==> src/rtl/bpred_pkg.sv <==
// Shared types for the branch direction predictor.
// Two-bit counter encodings and the predictor FSM state.
package bpred_pkg;

    localparam logic [1:0] STRONGLY_NT = 2'b00;
    localparam logic [1:0] WEAKLY_NT   = 2'b01;
    localparam logic [1:0] WEAKLY_T    = 2'b10;
    localparam logic [1:0] STRONGLY_T  = 2'b11;

    typedef enum logic {
        INIT,
        RUN
    } fsm_e;

endpackage

==> src/rtl/sat_counter2.sv <==
// Two-bit saturating counter step.
// Moves toward taken or not-taken, clamping at both ends.
module sat_counter2
    import bpred_pkg::*;
(
    input  logic [1:0] ctr_i,
    input  logic       taken_i,
    output logic [1:0] ctr_o
);

    always_comb begin
        ctr_o = ctr_i;
        if (taken_i) begin
            if (ctr_i != STRONGLY_T) ctr_o = ctr_i + 2'b01;
        end else begin
            if (ctr_i != STRONGLY_NT) ctr_o = ctr_i - 2'b01;
        end
    end

endmodule

==> src/rtl/gshare_predictor.sv <==
// Gshare direction predictor: PC xor global history indexes a table
// of 2-bit counters; history is speculative and repaired on mispredict.
module gshare_predictor
    import bpred_pkg::*;
#(
    parameter int         PC_W     = 32,
    parameter int         IDX_W    = 7,
    parameter int         GHR_W    = 4,
    parameter logic [1:0] CTR_INIT = WEAKLY_NT
) (
    input  logic             clk,
    input  logic             resetn,
    output logic             ready,
    input  logic             pred_valid,
    input  logic [PC_W-1:0]  pred_pc,
    output logic             rsp_valid,
    output logic             rsp_taken,
    output logic [IDX_W-1:0] rsp_idx,
    output logic [GHR_W-1:0] rsp_ghr,
    input  logic             upd_valid,
    input  logic [IDX_W-1:0] upd_idx,
    input  logic             upd_taken,
    input  logic             upd_mispredict,
    input  logic [GHR_W-1:0] upd_ghr
);

    localparam int DEPTH = 1 << IDX_W;

    logic [1:0]       pht_q [DEPTH];
    fsm_e             state_q;
    logic [IDX_W-1:0] sweep_q;
    logic             ready_q;
    logic [GHR_W-1:0] ghr_q;
    logic [GHR_W-1:0] ghr_d;
    logic             rsp_valid_q;
    logic             rsp_taken_q;
    logic [IDX_W-1:0] rsp_idx_q;
    logic [GHR_W-1:0] rsp_ghr_q;

    logic             run;
    logic             do_pred;
    logic             do_upd;
    logic [IDX_W-1:0] pred_idx;
    logic             pred_bit;
    logic [GHR_W:0]   spec_ext;
    logic [GHR_W:0]   rec_ext;
    logic [1:0]       upd_ctr;
    logic [1:0]       upd_ctr_nxt;
    logic             pht_we;
    logic [IDX_W-1:0] pht_waddr;
    logic [1:0]       pht_wdata;
    logic             unused_ok;

    assign run     = (state_q == RUN);
    assign do_pred = run & pred_valid;
    assign do_upd  = run & upd_valid;

    assign pred_idx = pred_pc[IDX_W+1:2] ^ IDX_W'(ghr_q);
    assign pred_bit = pht_q[pred_idx][1];

    // One extra bit on top so the shift also works when GHR_W is 1.
    assign spec_ext = {ghr_q, pred_bit};
    assign rec_ext  = {upd_ghr, upd_taken};

    assign unused_ok = ^{pred_pc[PC_W-1:IDX_W+2], pred_pc[1:0],
                         spec_ext[GHR_W], rec_ext[GHR_W]};

    always_comb begin
        ghr_d = ghr_q;
        if (do_pred) ghr_d = spec_ext[GHR_W-1:0];
        if (do_upd && upd_mispredict) ghr_d = rec_ext[GHR_W-1:0];
    end

    assign upd_ctr = pht_q[upd_idx];

    sat_counter2 u_ctr (
        .ctr_i   (upd_ctr),
        .taken_i (upd_taken),
        .ctr_o   (upd_ctr_nxt)
    );

    always_comb begin
        pht_we    = 1'b0;
        pht_waddr = upd_idx;
        pht_wdata = upd_ctr_nxt;
        if (!run) begin
            pht_we    = 1'b1;
            pht_waddr = sweep_q;
            pht_wdata = CTR_INIT;
        end else if (upd_valid) begin
            pht_we = 1'b1;
        end
    end

    always_ff @(posedge clk) begin
        if (resetn && pht_we) pht_q[pht_waddr] <= pht_wdata;
    end

    always_ff @(posedge clk) begin
        if (!resetn) begin
            state_q <= INIT;
            sweep_q <= '0;
            ready_q <= 1'b0;
        end else begin
            unique case (state_q)
                INIT: begin
                    sweep_q <= sweep_q + 1'b1;
                    if (sweep_q == IDX_W'(DEPTH - 1)) begin
                        state_q <= RUN;
                        ready_q <= 1'b1;
                    end
                end
                RUN: begin
                    ready_q <= 1'b1;
                end
                default: begin
                    state_q <= INIT;
                    sweep_q <= '0;
                    ready_q <= 1'b0;
                end
            endcase
        end
    end

    always_ff @(posedge clk) begin
        if (!resetn) begin
            ghr_q       <= '0;
            rsp_valid_q <= 1'b0;
            rsp_taken_q <= 1'b0;
            rsp_idx_q   <= '0;
            rsp_ghr_q   <= '0;
        end else begin
            ghr_q       <= ghr_d;
            rsp_valid_q <= do_pred;
            if (do_pred) begin
                rsp_taken_q <= pred_bit;
                rsp_idx_q   <= pred_idx;
                rsp_ghr_q   <= ghr_q;
            end
        end
    end

    assign ready     = ready_q;
    assign rsp_valid = rsp_valid_q;
    assign rsp_taken = rsp_taken_q;
    assign rsp_idx   = rsp_idx_q;
    assign rsp_ghr   = rsp_ghr_q;

endmodule

==> config.mk <==
export PLATFORM = sky130hd
export DESIGN_NAME = gshare_predictor
export DESIGN_NICKNAME = d
export VERILOG_FILES = /design/src/rtl/bpred_pkg.sv /design/src/rtl/sat_counter2.sv /design/src/rtl/gshare_predictor.sv
export SDC_FILE = /design/constraint.sdc
export NUM_CORES = 1
export LEC_CHECK = 0
export ABC_AREA = 1
export CORE_ASPECT_RATIO = 0.8
export CORE_MARGIN = 5
export CORE_UTILIZATION = 60
export DETAILED_ROUTE_END_ITERATION = 10
export GPL_TIMING_DRIVEN = 0
export PLACE_DENSITY = 0.85
export SYNTH_ARGS = -nofsm -noshare
export SYNTH_HDL_FRONTEND = slang
export SYNTH_HIERARCHICAL = 1
export SYNTH_SLANG_ARGS = --single-unit
==> constraint.sdc <==
create_clock -name clk -period 11.2 [get_ports clk]
set_input_delay 1.68 -clock clk [delete_from_list [all_inputs] [get_ports clk]]
set_output_delay 1.68 -clock clk [all_outputs]
set_load 0.02 [all_outputs]
==> impl_metrics.toml, run 1 <==
[run_status]
status = "complete, no violations"

[floorplanning]
boundaryPins = 63
std_cell_rows = 49
die_y_um = 144
core_area_um2 = 22400
dieArea_um2 = 25700
die_x_um = 178
start_util_pct = 60.6

[timing]
fin_crit_sh_pct = 51.1
rsz0062_at_grt = "no"
period_minus_slack_ns = 5.72
finalHoldViolations = 0
clock.fmax_ghz = 0.175
slew_headroom_pct = 13.6
slew_violations = 0
tightest_slew_ns = 1.30
setup_viol = 0
finClkSkew_ns = 0.00781
tns_ns = 0

[logic_synthesis]
synth-async-reset-ratio_pct = 0
synth.most_common_cell = "nor2_1"
syn-cell-area_um2 = 13600
synth_cell_types = 34
syn-instance-count = 1479
ys_ff_latch = 282
ys.warnings.count = 6
ys_seq_area_share_pct = 60.5
synthTopCellsByArea = "edfxtp_1, nor2_1, o21ai_0"
synth_nets = 1529
yosys.area.top_type = "edfxtp_1"
yosys-top-cells-count = "nor2_1, edfxtp_1, nand2_1, o21ai_0, inv_1"
synth_top_area_share_pct = 56.7
synth_edf_count = 256
avgSynthCellArea_um2 = 9.17
synth_ff_type = "edfxtp_1"

[power]
p_clk_share_pct = 40.3
switching_share_pct = 24.8
p_switching_uw = 562
combPwrFrac_pct = 9.7
p_int_uw = 1700
power_leakage_uw = 0.00554
power.density_nw_per_um2 = 149
ir_worst_vdd_uv = 134
sequentialPowerShare_pct = 50.1

[clock_tree]
cts_made_buffers = 27
max-clock-path-buffers = 3
post_cts_buffers = 0
clock_latency_ns = 0.54
cts_resized = 0
cts-root-buf = "clkbuf_16"
cts_tree = "yes"
cts_htree_levels = 1
cts.sinks = 282
cts.clk_slew.worst_paths_ns = 0.06
postCtsHoldBufs = 0

[detailed_routing]
routed-via-count = 12400
drtIter0Drc = 2668
post-route-drc-count = 0
drt_pass1_iterations = 8
drtAntennaViolNets = 0
vias_per_cell = 6.60
wl_per_cell_um = 29.1
wirelength_mm = 54.3

[global_route]
grtUsageTotal_pct = 42.3
grt_pass1_wl_mm = 76.8
grt_start_max_net_pins = 88
grt-ovfl-total = 0
antenna_found_initial = 0
grt_pass1_vias = 11400

[job]
cap_violations = 0

[critical_path]
critPathKind = "in -> reg"
path_common_cell = "nand2_1"
critPathSlowestCell = "clkbuf_1"
r2r-start = "pht_q[21][1]"
critPathLaunchType = "input pin"
crit_required_ns = 11.53
crit_arrival_ns = 6.05
end_kind = "flip-flop"
critPathMaxStageDelay_ns = 0.77
cp_max_fo = 67
crit_chain = "clkdlybuf4s50_1, buf_2, clkbuf_1, o21ai_0, o22ai_1, o21ai_0, o221ai_1, nand3_1, nand2_1, nand2_1, nand2_1, o21ai_1, nand2_1, nand2_1, inv_4, buf_16"
cp-startpoint = "upd_idx[1]"

[cells_and_area]
layoutNonFillerInstCount = 1870
diodes = 0
nNetsFinal = 1595
synthToLayoutAreaGrowth_pct = 12.2
drive_above_1_share_pct = 4.80

[hold_path]
min_path_type = "reg -> reg"
hp-start = "rsp_ghr[1]"

[placement]
place.gp.congestion = 1.06
place_inst = 1822
port_buffers = 35
dp_hpwl_mm = 36.4
==> layout by cell type (no fill, tap or decap), types with 4 or more instances in the layout <==
master | Yosys | layout
o211ai_1 | 4 | 4
clkbuf_1 | 57 | 63
nor3_1 | 5 | 5
edfxtp_1 | 256 | 256
inv_1 | 156 | 155
a21oi_1 | 55 | 55
clkbuf_16 | 0 | 27
nor2_1 | 276 | 276
nand2_1 | 200 | 200
clkinv_1 | 1 | 5
buf_6 | 5 | 5
nand3_1 | 146 | 146
o221ai_1 | 13 | 13
buf_2 | 17 | 17
clkdlybuf4s50_1 | 0 | 35
dfxtp_1 | 26 | 26
o22ai_1 | 32 | 32
o21ai_0 | 200 | 200
clkinv_2 | 0 | 4
==> stage by stage <==
stage          area [um^2]  hold WS (ns)  worst slack [ns]  util, %  total power [uW]
4_1_cts              15200         0.470              5.84     68.0              2230
2_1_floorplan        13600         0.459              6.22        -              1260
5_1_grt              15200         0.494              5.48     68.0              2310
3_3_place_gp         14300         0.441              2.97     63.9              1350
6_report             15200         0.467              5.48     68.0              2260
3_5_place_dp         14400         0.455              5.27     64.1              1360
==> logic make-up after synthesis <==
family          synth area share [%]
flops                           60.5
buf+inv                         7.21
simple gates                    19.0
compound gates                  12.5
fa+ha+maj                     0.0922
xor+xnor                       0.627
==> path summary, 6_finish.rpt <==
check | end | slack (ns) | depth (start not counted)
min reg2reg | rsp_ghr[1] | 0.47 | 2
min | rsp_ghr[1] | 0.47 | 2
max reg2reg | pht_q[22][1] | 7.84 | 15
max | pht_q[22][1] | 5.48 | 16
==> metal layers <==
metal	global-route usage, %	wire [um]
met1	58.7	20000
met2	60.4	22100
met3	17.9	9690
met4	14.9	2490
met5	0	0
==> state kept, by name, summed over array words and instances (netlist names) <==
| signal | cells |
|---|---|
| rsp_valid | 1 |
| rsp_ghr | 4 |
| run | 1 |
| ready | 1 |
| sweep_q | 7 |
| pht_q | 256 |
| ghr_q | 4 |
| rsp_idx | 7 |
| rsp_taken | 1 |
==> power by group through the flow <==
stage,clock [uW],combinational [uW],sequential (uW)
after global routing,954,222,1130
after detailed placement,0,200,1160
final,911,219,1130
after CTS,900,202,1130
after global placement,0,199,1160
after floorplan,0,104,1160
==> critical path: cells and delay by family <==
| family | cells | cell delay (ns) |
|---|---|---|
| and+or+nand+nor | 6 | 0.52 |
| AOI/OAI and AO/OA | 5 | 1.29 |
| buffers and inverters | 5 | 2.46 |
==> area by class of cell <==
cell class / count / area [um^2]
Buffer: 84 / 382
Sequential cell: 282 / 8210
Timing Repair Buffer: 37 / 405
Clock inverter: 14 / 149
Fill cell: 1758 / 7160
Clock buffer: 34 / 712
Inverter: 159 / 599
Multi-Input combinational cell: 954 / 4380
Tap cell: 306 / 383
Note: power is estimated with default switching activity, not from simulation.
==> inputs of run 2 (changes only) <==
--- a/config.mk
+++ b/config.mk
@@ -8,10 +8,10 @@
 export ABC_AREA = 1
 export CORE_ASPECT_RATIO = 0.8
 export CORE_MARGIN = 5
-export CORE_UTILIZATION = 60
+export CORE_UTILIZATION = 55
 export DETAILED_ROUTE_END_ITERATION = 10
 export GPL_TIMING_DRIVEN = 0
-export PLACE_DENSITY = 0.85
+export PLACE_DENSITY = 0.83
 export SYNTH_ARGS = -nofsm -noshare
 export SYNTH_HDL_FRONTEND = slang
 export SYNTH_HIERARCHICAL = 1
==> constraint.sdc (replaced) <==
create_clock -name clk -period 4.9 [get_ports clk]
set_input_delay 0.735 -clock clk [delete_from_list [all_inputs] [get_ports clk]]
set_output_delay 0.735 -clock clk [all_outputs]
set_load 0.02 [all_outputs]
==> run 2 against run 1 <==
Against the previous run:
- count of clock-buffer cells in the layout shrank 1
- highest routed layer is now met5
- die area rose by 8.5%
- register-to-register slack got worse by 6.3 ns
- largest power group unchanged
- hold slack barely moved
- wire length up 3.9%
- flip-flop and latch count unchanged
- sequential power rose by 130%
==> impl_metrics.toml, run 2 (synthesis gave the netlist of run 1 again) <==
[run_status]
status = "complete, no violations"

[floorplanning]
core_area_um2 = 24300
die_x_um = 186
std_cell_rows = 51
boundaryPins = 63
dieArea_um2 = 27900
start_util_pct = 55.8
die_y_um = 150

[detailed_routing]
wirelength_mm = 56.4
vias_per_cell = 6.53
drtIter0Drc = 2594
post-route-drc-count = 0
met2_length_mm = 23.3
drt_pass1_iterations = 7
routed-via-count = 12300
met1_length_mm = 21.3
routed.top_layer = "met5"
drtAntennaViolNets = 0
wl_per_cell_um = 30.0
wl_met3_mm = 9.02

[power]
p_clk_share_pct = 39.2
power_leakage_uw = 0.00552
p_total_uw = 5090
p_int_uw = 3770
sequentialPowerShare_pct = 50.9
switching_share_pct = 25.9
ir_worst_vdd_uv = 332
p_switching_uw = 1320
combPwrFrac_pct = 9.9
power.density_nw_per_um2 = 335

[global_route]
antenna_found_initial = 5
grt_pass1_wl_mm = 78.9
grt_pass1_vias = 11400
grt-ovfl-total = 0
grtUsageTotal_pct = 40.3
grt_start_max_net_pins = 77

[timing]
finalHoldViolations = 0
setup_viol = 0
finClkSkew_ns = 0.0141
fin_crit_sh_pct = 99.8
rsz0062_at_grt = "no"
period_minus_slack_ns = 4.89
slew_headroom_pct = 16.7
whs_ns = 0.467
clock.fmax_ghz = 0.204
slew_violations = 0
tightest_slew_ns = 1.25

[cells_and_area]
final_core_util_pct = 62.5
diodes = 0
multi_input_area_um2 = 4380
largest_reg_flops = 256
largest-register = "pht_q"
mostFrequentLayoutCell = "nor2_1"
most-common-layout-cells = "nor2_1, edfxtp_1, o21ai_0, nand2_1, inv_1"
synthToLayoutAreaGrowth_pct = 12.0
nNetsFinal = 1595
layoutNonFillerInstCount = 1884
drive_above_1_share_pct = 4.79
finish.instance_area_um2 = 15200
fillers = 2105
regArea_um2 = 8210

[job]
cap_violations = 0

[clock_tree]
clock_latency_ns = 0.56
postCtsHoldBufs = 0
cts-root-buf = "clkbuf_16"
cts.clk_slew.worst_paths_ns = 0.07
cts_made_buffers = 27
cts_tree = "yes"
cts_htree_levels = 1
cts.sinks = 282
max-clock-path-buffers = 3

[critical_path]
end_kind = "flip-flop"
critPathKind = "in -> reg"
cp_max_fo = 71
crit_arrival_ns = 5.23
critPathLaunchType = "input pin"
crit_required_ns = 5.24
path_common_cell = "nand2_1"
critPathSlowestCell = "clkbuf_1"
crit_chain = "clkdlybuf4s50_1, buf_2, buf_2, clkbuf_1, nor2_1, o22ai_1, o21ai_0, o221ai_1, nand3_1, nand2_1, nand2_1, nand2_1, o21ai_1, nand2_1, nand2_1, inv_4, buf_16"
worst_r2r_path_depth = 15
critPathMaxStageDelay_ns = 0.93

[placement]
place.gp.congestion = 1.04
dp_hpwl_mm = 38.0
place_inst = 1834
placed_area_um2 = 14400
port_buffers = 35

[hold_path]
hold_path_depth = 2
min_path_type = "reg -> reg"
[run 2: area by class of cell]
| cell class | instances | area share (%) |
|---|---|---|
| Multi-Input combinational cell | 954 | 28.8 |
| Tap cell | 318 | 2.62 |
| Buffer | 84 | 2.58 |
| Clock buffer | 33 | 4.60 |
| Inverter | 159 | 3.95 |
| Clock inverter | 17 | 0.733 |
| Sequential cell | 282 | 54.0 |
| Timing Repair Buffer | 37 | 2.67 |
[run 2: power groups by stage]
stage	clock network (uW)	logic, uW	registers, uW
after floorplan	0	238	2640
after global placement	0	468	2640
after detailed placement	0	468	2640
after CTS	1980	470	2590
after global routing	2090	510	2590
final	1990	505	2590
[run 2: worst max-delay path, delay by kind of cell]
family / cells / cell delay, ns
AO/OA/AOI/OAI: 4 / 0.88
buffers and inverters: 6 / 2.80
AND/OR/NAND/NOR: 7 / 0.72
[run 2: final timing paths]
check	startpoint	end	slack, ns
max reg2reg	ghr_q[0]	ghr_q[0]	1.51
min reg2reg	rsp_ghr[2]	rsp_ghr[2]	0.47
min	rsp_ghr[2]	rsp_ghr[2]	0.47
max	upd_idx[0]	pht_q[53][1]	0.009
[run 2: routing by layer]
layer  GRT usage, %  vias up
li1               -     5178
met1           57.1     5793
met2           58.2     1121
met3           13.3      202
met4           15.4        4
met5              0        -
[run 2: per-stage QoR]
stage	setup TNS, ns	setup slack, ns
6_report	0	0.00891
5_1_grt	0	0.0108
4_1_cts	0	0.330
3_5_place_dp	-30.57	-0.225
3_3_place_gp	-504.88	-2.65
2_1_floorplan	0	0.867
[run 2: timing repair]
| action | 4_1_cts | 5_1_grt |
|---|---|---|
| resized for setup | 0 | 11 |
| setup buffers | 0 | 0 |
| setup endpoints to repair | 0 | 116 |
==> inputs of run 3 (changes only) <==
--- a/config.mk
+++ b/config.mk
@@ -6,9 +6,11 @@
 export NUM_CORES = 1
 export LEC_CHECK = 0
 export ABC_AREA = 1
+export CELL_PAD_IN_SITES_DETAIL_PLACEMENT = 0
+export CELL_PAD_IN_SITES_GLOBAL_PLACEMENT = 1
 export CORE_ASPECT_RATIO = 0.8
 export CORE_MARGIN = 5
-export CORE_UTILIZATION = 55
+export CORE_UTILIZATION = 43
 export DETAILED_ROUTE_END_ITERATION = 10
 export GPL_TIMING_DRIVEN = 0
 export PLACE_DENSITY = 0.83
==> run 3 against run 2 <==
Against the previous run:
- die area grew 26%
- count of clock-buffer cells in the layout increased by 5
- critical path depth shrank 1
- utilization fell by 13 points
- clock power grew 13%
- combinational power decreased by 0.8%
- clock skew up 0.0049 ns
- flip-flop and latch count unchanged
- via count is 1.9% lower
- sequential power about the same
- final area rose by 1.7%
- critical path type unchanged
- largest power group unchanged
==> impl_metrics.toml, run 3 (synthesis gave the netlist of run 1 again) <==
[floorplanning]
core_area_um2 = 31300
boundaryPins = 63
die_x_um = 209
dieArea_um2 = 35200
die_y_um = 169
start_util_pct = 43.4
std_cell_rows = 58

[clock_tree]
post_cts_buffers = 0
cts.sinks = 282
cts_resized = 0
cts-root-buf = "clkbuf_16"
cts_htree_levels = 1
postCtsHoldBufs = 0
max-clock-path-buffers = 3
cts_tree = "yes"
cts.clk_slew.worst_paths_ns = 0.06
cts_made_buffers = 29
clock_latency_ns = 0.58

[timing]
slew_headroom_pct = 25.0
period_minus_slack_ns = 4.57
slew_violations = 0
tightest_slew_ns = 1.13
fin_crit_sh_pct = 93.3
finalHoldViolations = 0
tns_ns = 0
clock.fmax_ghz = 0.219
finClkSkew_ns = 0.0190
rsz0062_at_grt = "no"
setup_ws_ns = 0.327
setup_viol = 0

[critical_path]
critPathSlowestCell = "clkbuf_1"
critPathKind = "in -> reg"
critPathMaxStageDelay_ns = 0.76
critPathLaunchType = "input pin"
crit_chain = "clkdlybuf4s50_1, buf_2, clkbuf_1, o21ai_0, o22ai_1, o21ai_0, o221ai_1, nand3_1, nand2_1, nand2_1, nand2_1, o21ai_1, nand2_1, nand2_1, inv_4, buf_16"
crit_required_ns = 5.26
crit_arrival_ns = 4.93
cp_max_fo = 67
path_common_cell = "nand2_1"
end_kind = "flip-flop"

[placement]
pre_cts_ws_ns = -0.0511
dp_hpwl_mm = 37.8
place.gp.congestion = 1.04
port_buffers = 35

[global_route]
grtUsageTotal_pct = 30.2
grt-ovfl-total = 0
grt_start_max_net_pins = 69
antenna_found_initial = 2
grt_pass1_vias = 11100
grt_pass1_wl_mm = 77.1

[power]
power.density_nw_per_um2 = 346
power_leakage_uw = 0.00558
p_total_uw = 5350
ir_worst_vdd_uv = 270

[cells_and_area]
nNetsFinal = 1597
most-common-layout-cells = "nor2_1, edfxtp_1, o21ai_0, nand2_1, inv_1"
mostFrequentLayoutCell = "nor2_1"
largest-register = "pht_q"
final_core_util_pct = 49.4
synthToLayoutAreaGrowth_pct = 14.0
largest_reg_flops = 256
diodes = 0
drive_above_1_share_pct = 5.22

[hold_path]
min_path_type = "reg -> reg"

[detailed_routing]
routed-via-count = 12100
drtIter0Drc = 2119
wirelength_mm = 55.2
wl_per_cell_um = 27.7
vias_per_cell = 6.06
post-route-drc-count = 0
drtAntennaViolNets = 0
drt_pass1_iterations = 7

[run_status]
status = "complete, no violations"

[job]
cap_violations = 0
[run 3: cell types whose count changed in the layout (fill, tap and decap cells not counted), sizes merged]
cell and delta:
bufinv +2, clkdlybuf4s15 -1, clkinv -4, clkbuf +6, inv -1, clkinvlp +2
[run 3: cell type report]
class	count	area [um^2]
timing repair buffer	37	405
clock inverter	16	178
fill	2962	15800
multi-input combinational	954	4380
inverter	159	599
tap	420	526
sequential	282	8210
clock buffer	38	779
buffer	84	382
[run 3: stage by stage]
step / area, um^2 / std cells / hold WS (ns)
floorplan: 13600 / 1479 / 0.459
global placement: 14400 / 1934 / 0.442
detailed placement: 14500 / 1936 / 0.458
CTS: 15500 / 1990 / 0.469
global route: 15500 / 1990 / 0.498
finish: 15500 / 1990 / 0.470
[run 3: worst max-delay path, delay by kind of cell]
family                 cells  cell delay [ns]
buffers and inverters      5             2.41
AND/OR/NAND/NOR            6             0.55
AO/OA/AOI/OAI              5             1.15
[run 3: path summary, 6_finish.rpt]
path                            slack, ns           end  cells after the start  startpoint
worst min register to register       0.47         ready                      2       ready
worst max-delay path                 0.33  pht_q[43][1]                     16  upd_idx[1]
worst max register to register       1.65     rsp_taken                     15    ghr_q[0]
worst min-delay path                 0.47         ready                      2       ready
[run 3: where the power goes]
| part | switching (uW) | internal [uW] |
|---|---|---|
| Clock | 971 | 1280 |
| Combinational | 383 | 118 |
| Sequential | 2.38 | 2590 |
[run 3: metal layers]
| layer | routed length, um | GRT usage (%) | share of wire [%] | vias to the layer above |
|---|---|---|---|---|
| met4 | 2170 | 9.61 | 3.9 | 2 |
| met1 | 22500 | 43.9 | 41 | 5803 |
| met2 | 22600 | 43.6 | 41 | 915 |
| li1 | - | - | - | 5197 |
| met3 | 7850 | 9.28 | 14 | 149 |
| met5 | 20 | 0 | 0.036 | - |
